$ cat src/rtl/imem_loader.sv
// Byte-stream program loader: 16-bit big-endian word count header, then big-endian 32-bit words.
// A write lands 1 cycle after a word's 4th byte; in_ready drops during writes, so upstream holds.
module imem_loader #(
  parameter int          DEPTH     = 256,
  parameter logic [31:0] BASE_ADDR = 32'h0000_0000
) (
  input  logic        clk,
  input  logic        rst_n,
  input  logic        start,
  input  logic        in_valid,
  input  logic [7:0]  in_data,
  output logic        in_ready,
  output logic        mem_we,
  output logic [31:0] mem_addr,
  output logic [31:0] mem_wdata,
  output logic        busy,
  output logic        done,
  output logic        error
);

  typedef enum logic [2:0] {
    S_IDLE, S_HDR_HI, S_HDR_LO, S_DATA, S_WRITE, S_FINISH
  } state_t;

  localparam logic [16:0] LP_DEPTH = 17'(DEPTH);

  state_t      r_state;
  logic [7:0]  r_cnt_hi;
  logic [15:0] r_words;
  logic [1:0]  r_bcnt;
  logic [23:0] r_word;
  logic [31:0] r_addr;
  logic        r_in_ready;
  logic        r_mem_we;
  logic [31:0] r_mem_addr;
  logic [31:0] r_mem_wdata;
  logic        r_busy;
  logic        r_done;
  logic        r_error;

  logic        w_accept;
  logic [15:0] w_count;

  assign w_accept = in_valid && r_in_ready;
  assign w_count  = {r_cnt_hi, in_data};

  always_ff @(posedge clk) begin
    if (!rst_n) begin
      r_state     <= S_IDLE;
      r_cnt_hi    <= 8'd0;
      r_words     <= 16'd0;
      r_bcnt      <= 2'd0;
      r_word      <= 24'd0;
      r_addr      <= 32'd0;
      r_in_ready  <= 1'b0;
      r_mem_we    <= 1'b0;
      r_mem_addr  <= 32'd0;
      r_mem_wdata <= 32'd0;
      r_busy      <= 1'b0;
      r_done      <= 1'b0;
      r_error     <= 1'b0;
    end else begin
      r_mem_we <= 1'b0;
      r_done   <= 1'b0;
      case (r_state)
        S_IDLE: begin
          if (start) begin
            r_state    <= S_HDR_HI;
            r_busy     <= 1'b1;
            r_error    <= 1'b0;
            r_addr     <= BASE_ADDR;
            r_bcnt     <= 2'd0;
            r_in_ready <= 1'b1;
          end
        end
        S_HDR_HI: begin
          if (w_accept) begin
            r_cnt_hi <= in_data;
            r_state  <= S_HDR_LO;
          end
        end
        S_HDR_LO: begin
          if (w_accept) begin
            if ({1'b0, w_count} > LP_DEPTH) begin
              r_error    <= 1'b1;
              r_busy     <= 1'b0;
              r_in_ready <= 1'b0;
              r_state    <= S_IDLE;
            end else if (w_count == 16'd0) begin
              r_busy     <= 1'b0;
              r_done     <= 1'b1;
              r_in_ready <= 1'b0;
              r_state    <= S_FINISH;
            end else begin
              r_words <= w_count;
              r_state <= S_DATA;
            end
          end
        end
        S_DATA: begin
          if (w_accept) begin
            r_word <= {r_word[15:0], in_data};
            r_bcnt <= r_bcnt + 2'd1;
            // Fourth byte completes the word; capture it straight into the write port.
            if (r_bcnt == 2'd3) begin
              r_mem_wdata <= {r_word, in_data};
              r_mem_addr  <= r_addr;
              r_mem_we    <= 1'b1;
              r_in_ready  <= 1'b0;
              r_state     <= S_WRITE;
            end
          end
        end
        S_WRITE: begin
          r_addr  <= r_addr + 32'd4;
          r_words <= r_words - 16'd1;
          if (r_words == 16'd1) begin
            r_busy  <= 1'b0;
            r_done  <= 1'b1;
            r_state <= S_FINISH;
          end else begin
            r_in_ready <= 1'b1;
            r_state    <= S_DATA;
          end
        end
        S_FINISH: begin
          r_state <= S_IDLE;
        end
        default: begin
          r_state    <= S_IDLE;
          r_in_ready <= 1'b0;
          r_busy     <= 1'b0;
        end
      endcase
    end
  end

  assign in_ready  = r_in_ready;
  assign mem_we    = r_mem_we;
  assign mem_addr  = r_mem_addr;
  assign mem_wdata = r_mem_wdata;
  assign busy      = r_busy;
  assign done      = r_done;
  assign error     = r_error;

endmodule

$ cat config.mk
export PLATFORM = sky130hd
export DESIGN_NAME = imem_loader
export DESIGN_NICKNAME = d
export VERILOG_FILES = /design/src/rtl/imem_loader.sv
export SDC_FILE = /design/constraint.sdc
export NUM_CORES = 1
export LEC_CHECK = 0
export ABC_AREA = 1
export BUFFER_PORTS_ARGS = -buffer_cell sky130_fd_sc_hd__buf_2
export CAP_MARGIN = 0
export CORE_MARGIN = 5
export CORE_UTILIZATION = 38
export CTS_BUF_LIST = sky130_fd_sc_hd__clkbuf_16
export CTS_CLUSTER_DIAMETER = 200
export DETAILED_ROUTE_END_ITERATION = 8
export PLACE_DENSITY = 0.65
export SYNTH_ARGS = -nofsm -noshare
export SYNTH_HDL_FRONTEND = slang
export SYNTH_SLANG_ARGS = --single-unit
$ cat constraint.sdc
create_clock -name clk -period 1.6 [get_ports clk]
set_clock_uncertainty 0.2 [all_clocks]
set_input_delay 0 -clock clk [delete_from_list [all_inputs] [get_ports clk]]
set_output_delay 0 -clock clk [all_outputs]
set_load 0.01 [all_outputs]
==> metrics.md <==
| Metric | Value |
|---|---|
| Vias in the first global route | roughly 6400 |
| Gpl congestion | between 0.8 and 0.9 |
| Achievable Freq | 564.4 MHz |
| Synth-to-Final Area Change | 56.97% |
| Synth top area share | 45.94% |
| Netlist cell types | 38 |
| Cells after synthesis | 925 |
| DP Area | 0.007834 sq mm |
| Final hold viol count | 0 |
| Final hold slack | about 0.20 ns |
| Die Wd | 141.2 um |
| I/O pin total | 81 |
| Fin area | about 0.01 sq mm |
| WL per Instance | 16.55 um |
| CTS Buffer Depth | 2 |
| Worst hold endpoint | r_word[6] |
| Worst-Margin Slew | 0.5308 ns |
| Tmin final | 1.772 ns |
| Origin of the critical flop-to-flop path | r_state[1] |
| CTS Root Cell | clkbuf_16 |
| Clock slew at reported path FFs | 0.06 ns |
| Status | finished, violations left |
| Top cells by area, synth | dfxtp_1, nand2_1, nor2_1 |
| Vias per inst | 5.261 |
| Critical path class | reg -> reg |
| First-pass GRT wire length | 31810 um |
| Final ANT Viol Nets | 0 |
| Max_cap viols | 0 |
| Initial DRC count | between 600 and 700 |
| Final slew viol count | 0 |
| Register area share after synthesis | 45.94% |
| DRC Markers | 0 |
| Pwr Density | 1294 mW/mm^2 |
| Post-DP HPWL | 11840 um |
| Buffers on Ports | 78 |
| Initial Utilization | 38.32% |
| Initial antenna violation count | 0 |
| NumNets Final | ~1200 |
| Max_slew headroom | between 60% and 70% |
| Avg Cell Area, Syn | about 7.1 sq um |
| Yosys top cell by area | dfxtp_1 |
| Worst r2r dst | r_state[1] |
| Total die area | 0.01992 sq mm |
| Flop and latch count out of synthesis | 150 |
| Final Cycle Share | 110.7% |
| Critical Path End Type | register |
| Layout cells sized above 1 | 43.60% |
| Vias | a little over 7000 |
| CTS tree | done |
| Peak supply drop | 1.031 mV |
| CP Max Fanout | 5 |
| CTS Sinks | 150 |
| Startpoint types | register |
| Setup violators final | 130 |
| Post-placement setup slack | -0.1798 ns |
| Clock H-tree levels | 4 |
| Register-to-register setup slack | -0.17 ns |
| Required @ worst endpoint | 1.74 ns |
| Worst hold path class | in -> reg |
| Cell area after synthesis | 0.006536 sq mm |
| Hold_sp | in_data[6] |
| Core area | 0.01706 sq mm |
| RSZ-0062 raised after global routing | yes |
| Worst-Skew Late Latency | 0.43 ns |
| Antenna fix cells | 0 |
| Setup WS post-layout | -0.1718 ns |
| Yosys warning count | 0 |
| Hold path cells | 4 |
| Failing checks | negative setup slack |
| Gr ovfl total | 0 |
| Reg2Reg Depth | 9 |
| DR pass1 iterations | 6 |
| Largest net degree at the start of global routing | 82 |
| Total CTS buffers | 17 |
| GRT Util Overall | 19.60% |
| Crit path DAT | 1.91 ns |
| Die H | 141.2 um |
| DRT Wirelength | 22740 um |
| Fillers | 1381 |
| Leakage | ~4.5 nW |
| Row count | 48 |
final cells by class:
cell class                      instances  area, sq um  area share (%)
Clock inverter                         14        135.1           1.317
Multi-Input combinational cell        645         3966           38.66
Clock buffer                           17        425.4           4.146
Timing Repair inverter                  2        20.02          0.1951
Sequential cell                       150         3034           29.57
Timing Repair Buffer                  233         2029           19.78
Inverter                               88        367.9           3.585
Tap cell                              225        281.5           2.744
kinds of logic (layout without fill, tap and decap cells):
family                   count (synthesis)  in the layout  synth area share [%]
AND/OR/NAND/NOR                        425            425                 27.80
AO/OA/AOI/OAI                          212            212                 16.90
flip-flops                             150            150                 45.94
buffers and inverters                  131            354                 8.269
adder cells (fa/ha/maj)                  4              4                0.7657
XOR/XNOR                                 2              2                0.2680
other                                    1              2               0.05737
how the worst max path moves through the flow:
stage / start / endpoint / slack [ns]
after floorplan: r_addr[3] / r_addr[24] / -0.03
after global placement: r_addr[3] / r_addr[28] / -0.14
after detailed placement: r_addr[3] / r_addr[28] / -0.18
after CTS: r_addr[2] / r_addr[30] / -0.12
after global routing: r_state[1] / r_words[15] / -0.23
final: r_state[1] / r_state[1] / -0.17
per-stage QoR:
stage          std cells  total power, W  setup TNS [ns]  util [%]
3_3_place_gp        1286        0.007834          -3.576     45.93
2_1_floorplan        926        0.006302         -0.1146         -
4_1_cts             1349         0.01233          -2.512     53.39
3_5_place_dp        1286        0.007863          -5.842     45.93
5_1_grt             1374         0.01393          -20.67     60.15
6_report            1374         0.01328          -11.63     60.15
Yosys cell counts (all sizes together):
library cell,number
o211ai,1
o21bai,1
dfxtp,150
o21ai,125
a31oi,1
and3,1
nand3,65
nand2,161
nand3b,1
nor3b,1
a22oi,2
nor2,170
inv,88
a221oi,1
nor3,12
nor4,2
o22ai,2
clkbuf,19
ha,4
xor2,2
buf,24
a21oi,76
conb,1
a211oi,3
nand4,12
per-layer routing:
layer | global-route usage (%) | routed length (um)
met1 | 25.52 | 9694
met2 | 32.48 | 11100
met3 | 3.765 | 1292
met4 | 6.833 | 655
met5 | 0 | 0
power by group:
group          internal, W  switching (W)  total [W]
clock              0.00227        0.00161    0.00388
sequential         0.00398       0.000279    0.00426
combinational      0.00232        0.00282    0.00514
total              0.00857        0.00471     0.0133
placed cells by master (no fill, tap or decap), types with 27 or more instances in the layout:
cell type and n:
a21oi_1 51, buf_2 77, buf_4 101, dfxtp_1 135, inv_1 74, nand2_1 115
nand2_2 34, nand3_1 51, nor2_1 108, nor2_2 34, nor2_4 28, o21ai_0 44
o21ai_1 27, o21ai_2 45
repair_timing:
action / 4_1_cts / 5_1_grt
hold endpoints to repair: 79 / 0
buffers inserted: 12 / 20
hold buffers: 11 / 0
pin swaps: 20 / 68
setup endpoints to repair: 132 / 147
resized for setup: 116 / 284
cloned: 10 / 7
state kept, by name, summed over array words and instances (netlist names):
name,count
r_words,16
busy,1
error,1
mem_wdata,32
r_addr,30
r_bcnt,2
in_ready,1
r_state,3
r_cnt_hi,8
mem_addr,30
r_word,24
mem_we,1
done,1
worst max-delay path, stage by stage (launching register included):
cell and delay, ns:
dfxtp_4 0.40, inv_4 0.06, nor3_4 0.23, nand2_2 0.15, buf_6 0.16, nand2_4 0.06, inv_4 0.05, nand2_4 0.06
o21ai_0 0.07, a21oi_1 0.21
Power figures use the tool's default switching activity.
